<file path="src/rtl/sclk_pkg.sv">
// Shared constants for the switch-selected square-wave generator: the note
// table of 100 MHz half-period counts and the selection-to-count lookup.
package sclk_pkg;

  localparam int NOTES_MAX = 37;

  // Index 0 is silence; index 1 is A4 (440 Hz), then chromatic steps upward.
  localparam logic [31:0] TBL [NOTES_MAX] = '{
    32'd0,
    32'd113636, 32'd107257, 32'd101239, 32'd95557,  32'd90193,  32'd85131,
    32'd80353,  32'd75843,  32'd71586,  32'd67569,  32'd63776,  32'd60197,
    32'd56818,  32'd53629,  32'd50619,  32'd47778,  32'd45097,  32'd42566,
    32'd40177,  32'd37922,  32'd35793,  32'd33784,  32'd31888,  32'd30098,
    32'd28409,  32'd26814,  32'd25310,  32'd23889,  32'd22548,  32'd21283,
    32'd20088,  32'd18961,  32'd17897,  32'd16892,  32'd15944,  32'd15049
  };

  // Zero means "no tone"; a real note scaled down to nothing still runs at 1.
  function automatic logic [31:0] sclk_lookup(input logic [31:0] sel,
                                               input int unsigned shift,
                                               input int unsigned notes);
    logic [31:0] v;
    v = '0;
    if (sel != 32'd0 && sel < notes && sel < NOTES_MAX) begin
      v = TBL[sel[5:0]] >> shift;
      if (v == 32'd0) v = 32'd1;
    end
    return v;
  endfunction

endpackage

</file>
<file path="src/rtl/sw_sclk_gen_sync2.sv">
// Generic-width two-flop synchroniser for asynchronous inputs.
module sync2 #(
  parameter int W = 1
) (
  input  logic         clk_i,
  input  logic         rst_i,
  input  logic [W-1:0] d_i,
  output logic [W-1:0] q_o
);

  logic [W-1:0] meta_q;
  logic [W-1:0] sync_q;

  always_ff @(posedge clk_i or posedge rst_i) begin
    if (rst_i) begin
      meta_q <= '0;
      sync_q <= '0;
    end else begin
      meta_q <= d_i;
      sync_q <= meta_q;
    end
  end

  assign q_o = sync_q;

endmodule

</file>
<file path="src/rtl/sw_sclk_gen.sv">
// Switch-selected square-wave generator; selection changes only take effect
// on half-period boundaries so the output never glitches.
module sw_sclk_gen
  import sclk_pkg::*;
#(
  parameter int SW_W        = 8,
  parameter int CNT_W       = 24,
  parameter int NOTES       = 37,
  parameter int SCALE_SHIFT = 0
) (
  input  logic             CLK,
  input  logic             RST,
  input  logic [SW_W-1:0]  SW,
  input  logic             EN,
  output logic             SCLK,
  output logic             TICK,
  output logic             ACTIVE,
  output logic [CNT_W-1:0] MAXCOUNT
);

  localparam logic [0:0] ST_IDLE = 1'b0;
  localparam logic [0:0] ST_RUN  = 1'b1;

  logic [SW_W-1:0]  sel;
  logic [CNT_W-1:0] next_max;

  logic [0:0]       state_q, state_d;
  logic [CNT_W-1:0] cnt_q, cnt_d;
  logic [CNT_W-1:0] max_q, max_d;
  logic             sclk_q, sclk_d;
  logic             tick_q, tick_d;

  sync2 #(.W(SW_W)) u_sync (
    .clk_i (CLK),
    .rst_i (RST),
    .d_i   (SW),
    .q_o   (sel)
  );

  assign next_max = CNT_W'(sclk_lookup(32'(sel), SCALE_SHIFT, NOTES));

  always_comb begin
    state_d = state_q;
    cnt_d   = cnt_q;
    max_d   = max_q;
    sclk_d  = sclk_q;
    tick_d  = 1'b0;
    if (EN) begin
      if (state_q == ST_IDLE) begin
        if (next_max != '0) begin
          max_d   = next_max;
          cnt_d   = '0;
          state_d = ST_RUN;
        end
      end else if (cnt_q == max_q - CNT_W'(1)) begin
        // Boundary: the only place a new selection (or silence) is applied.
        cnt_d = '0;
        if (next_max != '0) begin
          sclk_d = ~sclk_q;
          tick_d = 1'b1;
          max_d  = next_max;
        end else begin
          sclk_d  = 1'b0;
          tick_d  = sclk_q;
          max_d   = '0;
          state_d = ST_IDLE;
        end
      end else begin
        cnt_d = cnt_q + CNT_W'(1);
      end
    end
  end

  always_ff @(posedge CLK or posedge RST) begin
    if (RST) begin
      state_q <= ST_IDLE;
      cnt_q   <= '0;
      max_q   <= '0;
      sclk_q  <= 1'b0;
      tick_q  <= 1'b0;
    end else begin
      state_q <= state_d;
      cnt_q   <= cnt_d;
      max_q   <= max_d;
      sclk_q  <= sclk_d;
      tick_q  <= tick_d;
    end
  end

  assign SCLK     = sclk_q;
  assign TICK     = tick_q;
  assign ACTIVE   = (state_q == ST_RUN);
  assign MAXCOUNT = max_q;

endmodule

</file>
<file path="config.mk">
export PLATFORM = sky130hd
export DESIGN_NAME = sw_sclk_gen
export DESIGN_NICKNAME = d
export VERILOG_FILES = /design/src/rtl/sclk_pkg.sv /design/src/rtl/sw_sclk_gen_sync2.sv /design/src/rtl/sw_sclk_gen.sv
export SDC_FILE = /design/constraint.sdc
export NUM_CORES = 1
export LEC_CHECK = 0
export ABC_AREA = 1
export ABC_CLOCK_PERIOD_IN_PS = 3350
export CAP_MARGIN = 10
export CELL_PAD_IN_SITES_DETAIL_PLACEMENT = 1
export CELL_PAD_IN_SITES_GLOBAL_PLACEMENT = 1
export CORE_UTILIZATION = 36
export DETAILED_ROUTE_END_ITERATION = 10
export PLACE_DENSITY_LB_ADDON = 0.1
export REMOVE_ABC_BUFFERS = 1
export SLEW_MARGIN = 40
export SYNTH_ARGS = -nofsm -noshare
export SYNTH_HDL_FRONTEND = slang
export SYNTH_SLANG_ARGS = --single-unit
</file>
<file path="constraint.sdc">
create_clock -name CLK -period 3.35 [get_ports CLK]
set_clock_uncertainty 0.15 [all_clocks]
set_input_delay 0.8375 -clock CLK [delete_from_list [all_inputs] [get_ports CLK]]
set_output_delay 0.8375 -clock CLK [all_outputs]
set_load 0.05 [all_outputs]
</file>
Yosys cells after proc, flatten, opt, wreduce, memory -nomap -nowiden
Memory sizes are Yosys's and may differ from the RTL's.
Index checks and enable logic that the tools add are counted.
- register bits: 67
- memory bits (read-only): 2048
- bits of input ports: 11
- logic and storage cells: 44
- memories kept: 1
- $add $sub $neg: 2
- order comparisons: 2
- equal/unequal tests: 2
- multiplexer cells: 19
- bitwise gates (word level): 2
- reduce and logical (&&, ||, !) cells: 9
- memories (name ; depth ; bits a word ; rd ports ; clocked after memory_dff ; wr ports ; RTL line ; text):
    (no name shown) ; 64 ; 32 ; 1 ; 0 ; 0 ; sclk_pkg.sv:25 ; v = TBL[sel[5:0]] >> shift;
- operators by type and width (kind ; count):
    24-bit 2-to-1 mux ; 9
    32-bit 2-to-1 mux ; 2
    32-bit zero test ; 1
    24-bit by 1-bit adder with 24-bit output (second input constant) ; 1
    24-bit == test ; 1
    24-bit nonzero test ; 1
    24-bit by 1-bit subtractor with 24-bit output (second input constant) ; 1
    8-bit by 6-bit less-than comparator with 1-bit output (second input constant) ; 1
    1-bit 2-to-1 mux ; 8
    8-bit nonzero test ; 1
    7-bit greater-or-equal comparator (second input constant) ; 1
    6-bit NOT with 7-bit output ; 1
    3-bit AND reduction ; 2
    1-bit logical AND ; 2
    2-bit by 1-bit inequality test with 1-bit output (second input constant) ; 1
    2-bit AND reduction ; 1
    2-bit nonzero test ; 1
    1-bit NOT ; 1

Longest topological paths before layout
Gate-level depths: netlist (run 1).
- depth in word-level cells: 12
- mapped depth: 18

Modules after synthesis
From an unflattened synthesis (run 1), not the netlist that was laid out.
- cells, all modules: 746
- area total of the unflattened synthesis: 4830.9 sq um
- modules (own cells, without submodules) (module ; instances ; cells each ; area each (sq um) ; seq. area each (sq um)):
    sw_sclk_gen ; 1 ; 729 ; 4426.7 ; 1101.1
    sync2 ; 1 ; 17 ; 404.1 ; 400.4

Least setup slack after synthesis (run 1)
OpenSTA, ideal clock, no wires.
- kind: reg-to-reg
- start point: register max_q[0] (netlist: MAXCOUNT[0])
- end point: register max_q[4] (netlist: MAXCOUNT[4])
- setup time: 120 ps
- arrival: 2486 ps
- slack: 594 ps
- cell stages (with the launch flop): 15
- buffers on the path: 1
- clock period less this slack: 2756 ps
- path through: dfrtp_1 -> inv_1 -> ha_1 -> inv_1 -> nand2_1 -> nand2_1 -> xor2_1 -> nand4_1 -> nor3_1 -> nand4_2 -> nand2_4 -> nand2_4 -> buf_6 -> nand2_1 -> nand2_1
- cells in the longest elaborated chain, start to end: 4
- RTL lines (item ; RTL line ; text):
    start: declaration ; sw_sclk_gen.sv:29 ; logic [CNT_W-1:0] max_q, max_d;
    start signal: assignment ; sw_sclk_gen.sv:84 ; max_q <= max_d;
    24-bit by 1-bit subtractor with 24-bit output ; sw_sclk_gen.sv:55 ; end else if (cnt_q == max_q - CNT_W'(1)) begin
    24-bit == test ; sw_sclk_gen.sv:55 ;
    2-bit by 1-bit inequality test with 1-bit output (no line) ; n/a ;
    3-bit AND reduction (no line) ; n/a ;
No other way between the ends.
A chain may end at the register's enable or synchronous reset.

Worst setup path after layout (run 1)
- start point: register max_q[0] (netlist: MAXCOUNT[0])
- end point: register cnt_q[3]
- cells in the longest elaborated chain, start to end: 4
- RTL lines (item ; RTL line ; text):
    24-bit by 1-bit subtractor with 24-bit output ; sw_sclk_gen.sv:55 ;
    24-bit == test ; sw_sclk_gen.sv:55 ;
    24-bit 2-to-1 mux ; sw_sclk_gen.sv:55 ;
    24-bit 2-to-1 mux ; sw_sclk_gen.sv:49 ; if (state_q == ST_IDLE) begin
    end signal: assignment ; sw_sclk_gen.sv:83 ; cnt_q <= cnt_d;
    end: declaration ; sw_sclk_gen.sv:28 ; logic [CNT_W-1:0] cnt_q, cnt_d;
No other way between the ends.

==> results of run 1 <==
==> placed cells by master, fill, tap and decap left out, types with 3 or more instances in the layout <==
cell type          n
buf_4             10
nand2_2            3
nor2_1            79
o211ai_1           3
nand4_1           12
o21ai_0           44
xor2_1            29
nor3_1            13
xnor2_1            6
or2_2              3
o22ai_1           18
clkdlybuf4s50_1   30
dfrtp_1           60
a21oi_1           16
bufinv_16          3
a31oi_1            5
conb_1             7
clkbuf_16          9
ha_1              10
nor2_2             4
nand2_1          207
nand3_1           92
inv_1             85
==> flip-flops by register name, indices dropped and copies added (netlist names) <==
register       cells
u_sync.q_o         8
SCLK               1
u_sync.meta_q      8
cnt_q             24
ACTIVE             1
MAXCOUNT          17
TICK               1
==> critical path, stage by stage, from the launching register on <==
cell,delay (ps)
dfrtp_1,400
inv_1,190
ha_1,320
inv_1,110
nor2_1,240
nand3_1,200
nand2_1,100
a21boi_0,290
nand3_1,140
nor2_1,100
nand3_1,130
nand2_1,90
buf_4,260
o22ai_1,120
==> metal layers <==
metal  global-route usage (%)  share of wire, %
met5                        0                 0
met3                     4.89               5.4
met1                     39.7                52
met4                     7.13               1.3
met2                     37.1                41
==> per-stage QoR <==
step | area (um2) | total power, mW | hold slack (ps)
2_1_floorplan | 4680 | 1.74 | 181
3_3_place_gp | 5290 | 2.08 | 185
3_5_place_dp | 5290 | 2.11 | 186
4_1_cts | 5620 | 3.19 | 199
5_1_grt | 5620 | 3.39 | 200
6_report | 5620 | 3.19 | 197
==> kinds of logic (layout without fill, tap and decap cells) <==
| logic type | count (synthesis) | in the layout |
|---|---|---|
| compound gates | 91 | 91 |
| xor+xnor | 35 | 35 |
| fa+ha+maj | 10 | 10 |
| buf+inv | 117 | 145 |
| flops | 60 | 60 |
| other cells | 1 | 7 |
| simple gates | 425 | 425 |
==> report_power, final <==
part	switching (mW)	leakage [nW]	total (mW)	internal, mW
Sequential	0.132	0.781	0.939	0.807
Clock	0.348	0.163	1.07	0.724
Combinational	0.800	1.82	1.18	0.382
Total	1.28	2.76	3.19	1.91
==> path summary, 6_finish.rpt <==
kind                                       to  slack, ps  cells past startpoint
min in group asynchronous            cnt_q[4]        720                      2
worst max-delay path                 cnt_q[3]        370                     13
worst min register to register  u_sync.q_o[5]        200                      0
worst max register to register       cnt_q[3]        370                     13
worst min-delay path            u_sync.q_o[5]        200                      0
max in group asynchronous        MAXCOUNT[11]       1730                      3
==> area by class of cell <==
| cell class | instances | share of cell area (%) |
|---|---|---|
| Multi-Input combinational cell | 568 | 50.6 |
| Sequential cell | 60 | 26.7 |
| Timing Repair Buffer | 41 | 7.03 |
| Inverter | 88 | 5.88 |
| Clock buffer | 11 | 4.14 |
| Tap cell | 172 | 3.83 |
| Clock inverter | 5 | 1.78 |
==> reports/results.ini, run 1 <==
[floorplan]
core_area_um2 = 12800
pin_count = 38
dieArea_um2 = 13900
start_util_pct = 37.6
die_height_um = 118
fp-row-count = 41
die_w_um = 118

[placed_design]
place_hpwl_um = 13700
gp_congestion = 0.892
place_inst = 929
pre_cts_ws_ps = 376
port_buffers = 30

[cts]
clock_sinks = 60
cts_tree = built
clock_path_buffers = 2
clock-root-buffer = clkbuf_16
cts.clk_slew.worst_paths_ps = 60
cts_setup_buffers = 0
clk_latency_ps = 340
htree_levels = 3
numCtsBuffers = 9
post_cts_resized = 0
cts.hold.buffers_added = 0

[global_route]
antenna_found_initial = 0
grt_pass1_vias = 5213
grt_max_degree = 38
overflow = 0
track_usage_pct = 26.1
grt_pass1_wl_um = 28200

[critical_path]
startpoint = MAXCOUNT[0]
timing.rr.start = MAXCOUNT[0]
arrival_ps = 3030
cp_max_fo = 20
required_ps = 3400
critPathKind = flip-flop to flip-flop
startpoint_type = flip-flop
cp-end-kind = flip-flop

[synthesis]
syn-instance-count = 739
synth_fa_ha_area_share_pct = 2.60
synthTopCellsByCount = nand2_1 (207), nand3_1 (92), inv_1 (86), nor2_1 (79), dfrtp_1 (60)
synth.most_common_cell = nand2_1
ys_types = 40
synth.top_cell.area_share_pct = 31.2
synthArstFlopShare_pct = 100
syn_avg_cell_area_um2 = 6.52
syn_area_um2 = 4820
synth_top_family_by_area = simple AND/OR/NAND/NOR gates
synth_edf_count = 0
synth_top_area_cell = dfrtp_1
yosysSeqAreaShare_pct = 31.2
synth_area_leaders = dfrtp_1 (31%), nand2_1 (16%), nand3_1 (9.6%), inv_1 (6.7%), nor2_1 (6.2%)
yosys_warnings = 0
synth_compound_area_share_pct = 10.8
ys_ff_latch = 60
synth_xor_area_share_pct = 6.36
synth_ff_type = dfrtp_1
synth_mux_area_share_pct = 0
yosys.area_share.simple_pct = 38.7

[route]
drtIter0Drc = 413
ant_nets = 0
drt-total-wl_um = 17200
drc = 0
vias = 5079
viasPerCell = 5.37
drt_pass1_iterations = 4
wl_per_cell_um = 18.2

[final_layout]
final_nets = 789
multi_input_comb_area_um2 = 2850
drive_gt1_share_pct = 5.82
n_fill_cell = 1701
antenna_cells = 0
instances_no_fill = 945
seqCellArea_um2 = 1500
utilization_pct = 43.8
area_growth_pct = 16.7

[timing]
setup_viol = 0
finalCriticalPeriod_ps = 2980
setup_slack_ps = 373
maxSlewViolCount = 0
max_freq_ghz = 0.336
tightest_slew_ps = 565
period_share_pct = 88.9
finalSetupTns_ps = 0
max_slew_margin_pct = 62.3
rsz0062_at_grt = no
hold_viol = 0

[power]
irDropWorstVdd_v = 0.000267
power_density_nw_per_um2 = 568
p_leak_nw = 2.76

[status]
status = finished, final reports clean

[hold_path]
worstHoldStart = u_sync.meta_q[5]
hold_path.class = flip-flop to flip-flop

[run]
drv_cap = 0

(Power assumes the default switching activity.)
==> inputs of run 2 (changes only) <==
Settings changed: ABC_CLOCK_PERIOD_IN_PS 3350 to 2880, CORE_MARGIN from default to 4, SYNTH_HIERARCHICAL from default to 1.
Clock period 3.35 ns to 2.88 ns, I/O delays scaled along.
==> run 2 against run 1 <==
  * Total power is 3.8% higher
  * Worst hold slack better by 0.84 ps
  * Via count is 0.63% higher
  * First-iteration DRC count is 28% lower
  * Utilization is 0.34 points lower
  * Setup slack worse by 98 ps
  * Sequential cell count stayed put
  * Final area is 2.0% higher
  * Critical path depth is 2 higher
  * Critical endpoint is now MAXCOUNT[6]
  * Largest power group unchanged
==> reports/results.ini, run 2 <==
[power]
irDropWorstVdd_v = 0.000290  ; was 0.000267 V
power_density_nw_per_um2 = 578  ; was 568 nW/um2
power_mw = 3.32  ; was 3.19 mW
p_leak_nw = 2.83  ; was 2.76 nW

[cts]
cts.hold.buffers_added = 0  ; unchanged
clock_path_buffers = 2  ; unchanged
cts.clk_slew.worst_paths_ps = 60  ; about the same
numCtsBuffers = 9  ; unchanged
clock_sinks = 60  ; unchanged
cts_tree = built  ; unchanged
clk_latency_ps = 340  ; about the same
htree_levels = 3  ; unchanged
clock-root-buffer = clkbuf_16  ; unchanged

[placed_design]
place_inst = 948  ; was 929
port_buffers = 30  ; unchanged
gp_congestion = 0.976  ; was 0.892
place_hpwl_um = 13200  ; was 13700 um

[final_layout]
layout_commonest_cell = nand2_1  ; unchanged
regMostFlops = cnt_q  ; unchanged
instances_no_fill = 966  ; was 945
area_growth_pct = 18.8  ; was 16.7%
antenna_cells = 0  ; unchanged
largest_reg_flops = 24  ; unchanged
multi_input_comb_area_um2 = 2860  ; was 2850 um2
drive_gt1_share_pct = 9.11  ; was 5.82%
final_nets = 806  ; was 789
final_cell_mix = nand2_1 (206), inv_1 (88), nand3_1 (83), nor2_1 (72), dfrtp_1 (60)  ; was nand2_1 (207), nand3_1 (92), inv_1 (85), nor2_1 (79), dfrtp_1 (60)
seqCellArea_um2 = 1500  ; unchanged
n_fill_cell = 1747  ; was 1701

[synthesis]
yosysSeqAreaShare_pct = 31.1  ; was 31.2%
synth_area_leaders = dfrtp_1 (31%), nand2_1 (16%), nand3_1 (8.6%), inv_1 (6.9%), nor2_1 (5.7%)  ; was dfrtp_1 (31%), nand2_1 (16%), nand3_1 (9.6%), inv_1 (6.7%), nor2_1 (6.2%)
ys_types = 37  ; was 40
synth_edf_count = 0  ; unchanged
synthArstFlopShare_pct = 100  ; unchanged
synth.most_common_cell = nand2_1  ; unchanged
synth_ff_type = dfrtp_1  ; unchanged
syn-instance-count = 746  ; was 739
synth_top_area_cell = dfrtp_1  ; unchanged
synth.top_cell.area_share_pct = 31.1  ; was 31.2%
yosys_warnings = 6  ; was 0
ys_ff_latch = 60  ; unchanged
synthTopCellsByCount = nand2_1 (206), inv_1 (89), nand3_1 (83), nor2_1 (73), dfrtp_1 (60)  ; was nand2_1 (207), nand3_1 (92), inv_1 (86), nor2_1 (79), dfrtp_1 (60)
syn_avg_cell_area_um2 = 6.48  ; was 6.52 um2
syn_area_um2 = 4830  ; was 4820 um2

[critical_path]
arrival_ps = 2670  ; was 3030 ps
startpoint_type = flip-flop  ; unchanged
cpMostUsedCell = nand2_1  ; was nand3_1
cp.depth = 15  ; was 13
critPathTopFamily = simple AND/OR/NAND/NOR gates  ; unchanged
cp-end-kind = flip-flop  ; unchanged
critPathKind = flip-flop to flip-flop  ; unchanged
startpoint = MAXCOUNT[1]  ; was MAXCOUNT[0]
path_buf_inv = 1  ; was 3
cp_slowest_cell = dfrtp_1  ; unchanged
r2r_cells = 15  ; was 13
timing.rr.start = MAXCOUNT[1]  ; was MAXCOUNT[0]
critical_path.cell_chain = inv_1 > ha_2 > nand2_2 > nor2_4 > nand3_1 > nand2_1 > nand2_1 > nand2_1 > nand3_1 > nor2_4 > nand4_2 > nand2_4 > nand2_4 > nand2_1 > nand2_1  ; was inv_1 > ha_1 > inv_1 > nor2_1 > nand3_1 > nand2_1 > a21boi_0 > nand3_1 > nor2_1 > nand3_1 > nand2_1 > buf_4 > o22ai_1
cp_max_fo = 17  ; was 20
cpPeakStageDelay_ps = 430  ; was 400 ps
required_ps = 2950  ; was 3400 ps

[global_route]
track_usage_pct = 23.4  ; was 26.1%
overflow = 0  ; unchanged
grt_max_degree = 44  ; was 38
use_met2_pct = 43.9  ; was 37.1%
top_usage_layer = met2  ; was met1
antenna_found_initial = 0  ; unchanged
grt_pass1_vias = 5401  ; was 5213
grtUsageMet3_pct = 3.22  ; was 4.89%
use_met1_pct = 26.9  ; was 39.7%
grt_pass1_wl_um = 27900  ; was 28200 um

[hold_path]
hold_path.class = flip-flop to flip-flop  ; unchanged
worstHoldStart = u_sync/meta_q[2]  ; was u_sync.meta_q[5]
hold_path_depth = 0  ; unchanged

[route]
drtIter0Drc = 299  ; was 413
drc = 0  ; unchanged
ant_nets = 0  ; unchanged
drt-total-wl_um = 16800  ; was 17200 um
vias = 5111  ; was 5079
wl_per_cell_um = 17.4  ; was 18.2 um
drt_pass1_iterations = 5  ; was 4
viasPerCell = 5.29  ; was 5.37

[timing]
rsz0062_at_grt = no  ; unchanged
period_share_pct = 90.5  ; was 88.9%
hold_viol = 0  ; unchanged
setup_viol = 0  ; unchanged
max_slew_margin_pct = 60.8  ; was 62.3%
tightest_slew_ps = 582  ; was 565 ps
finalSetupTns_ps = 0  ; unchanged
max_freq_ghz = 0.384  ; was 0.336 GHz
maxSlewViolCount = 0  ; unchanged
finalCriticalPeriod_ps = 2610  ; was 2980 ps

[run]
drv_cap = 0  ; unchanged

[floorplan]
core_area_um2 = 13200  ; was 12800 um2
dieArea_um2 = 15300  ; was 13900 um2
die_height_um = 124  ; was 118 um
start_util_pct = 36.6  ; was 37.6%
pin_count = 38  ; unchanged
die_w_um = 124  ; was 118 um
fp-row-count = 42  ; was 41

[status]
status = finished, final reports clean  ; unchanged

==> run 2: final timing paths <==
path,slack (ps),to
min in group asynchronous,630,TICK
max reg2reg,270,MAXCOUNT[6]
max in group asynchronous,1420,cnt_q[2]
max,270,MAXCOUNT[6]
min reg2reg,200,u_sync/q_o[2]
min,200,u_sync/q_o[2]
==> run 2: per-stage QoR <==
stage	hold slack (ps)	worst slack, ps	util, %	area, um2
after floorplan	181	-498	-	4680
after global placement	184	244	41.0	5410
after detailed placement	186	166	41.0	5410
after CTS	199	111	43.3	5710
after global routing	206	25.7	43.5	5740
final	198	275	43.5	5740
==> run 2: where the power goes <==
| group | internal (mW) | switching [mW] |
|---|---|---|
| clock network | 0.673 | 0.430 |
| registers | 0.907 | 0.0937 |
| logic | 0.397 | 0.815 |
| total | 1.98 | 1.34 |
==> run 2: layer usage <==
| layer | wire length, um | vias to the layer above |
|---|---|---|
| li1 | - | 2492 |
| met1 | 6930 | 2491 |
| met2 | 8970 | 95 |
| met3 | 457 | 33 |
| met4 | 431 | 0 |
| met5 | 0 | - |
==> run 2: layout make-up <==
class / instances / area share (%)
clock buffers: 9 / 3.93
clock inverters: 7 / 1.31
inverters: 91 / 5.95
multi-input cells: 567 / 49.8
flip-flops and latches: 60 / 26.2
well taps: 176 / 3.84
repair buffers: 56 / 9.03
==> run 2: logic make-up after synthesis <==
logic type | after synthesis | synth area share, %
flip-flops | 60 | 31.1
other | 1 | 0.0776
AO/OA/AOI/OAI | 82 | 9.25
adder cells (fa/ha/maj) | 10 | 2.59
buffers and inverters | 125 | 10.7
XOR/XNOR | 25 | 4.82
AND/OR/NAND/NOR | 443 | 41.5
==> run 2: repair_timing <==
| action | CTS | global route |
|---|---|---|
| setup endpoints to repair | 0 | 19 |
| buffers inserted | 0 | 2 |
| resized for setup | 0 | 4 |
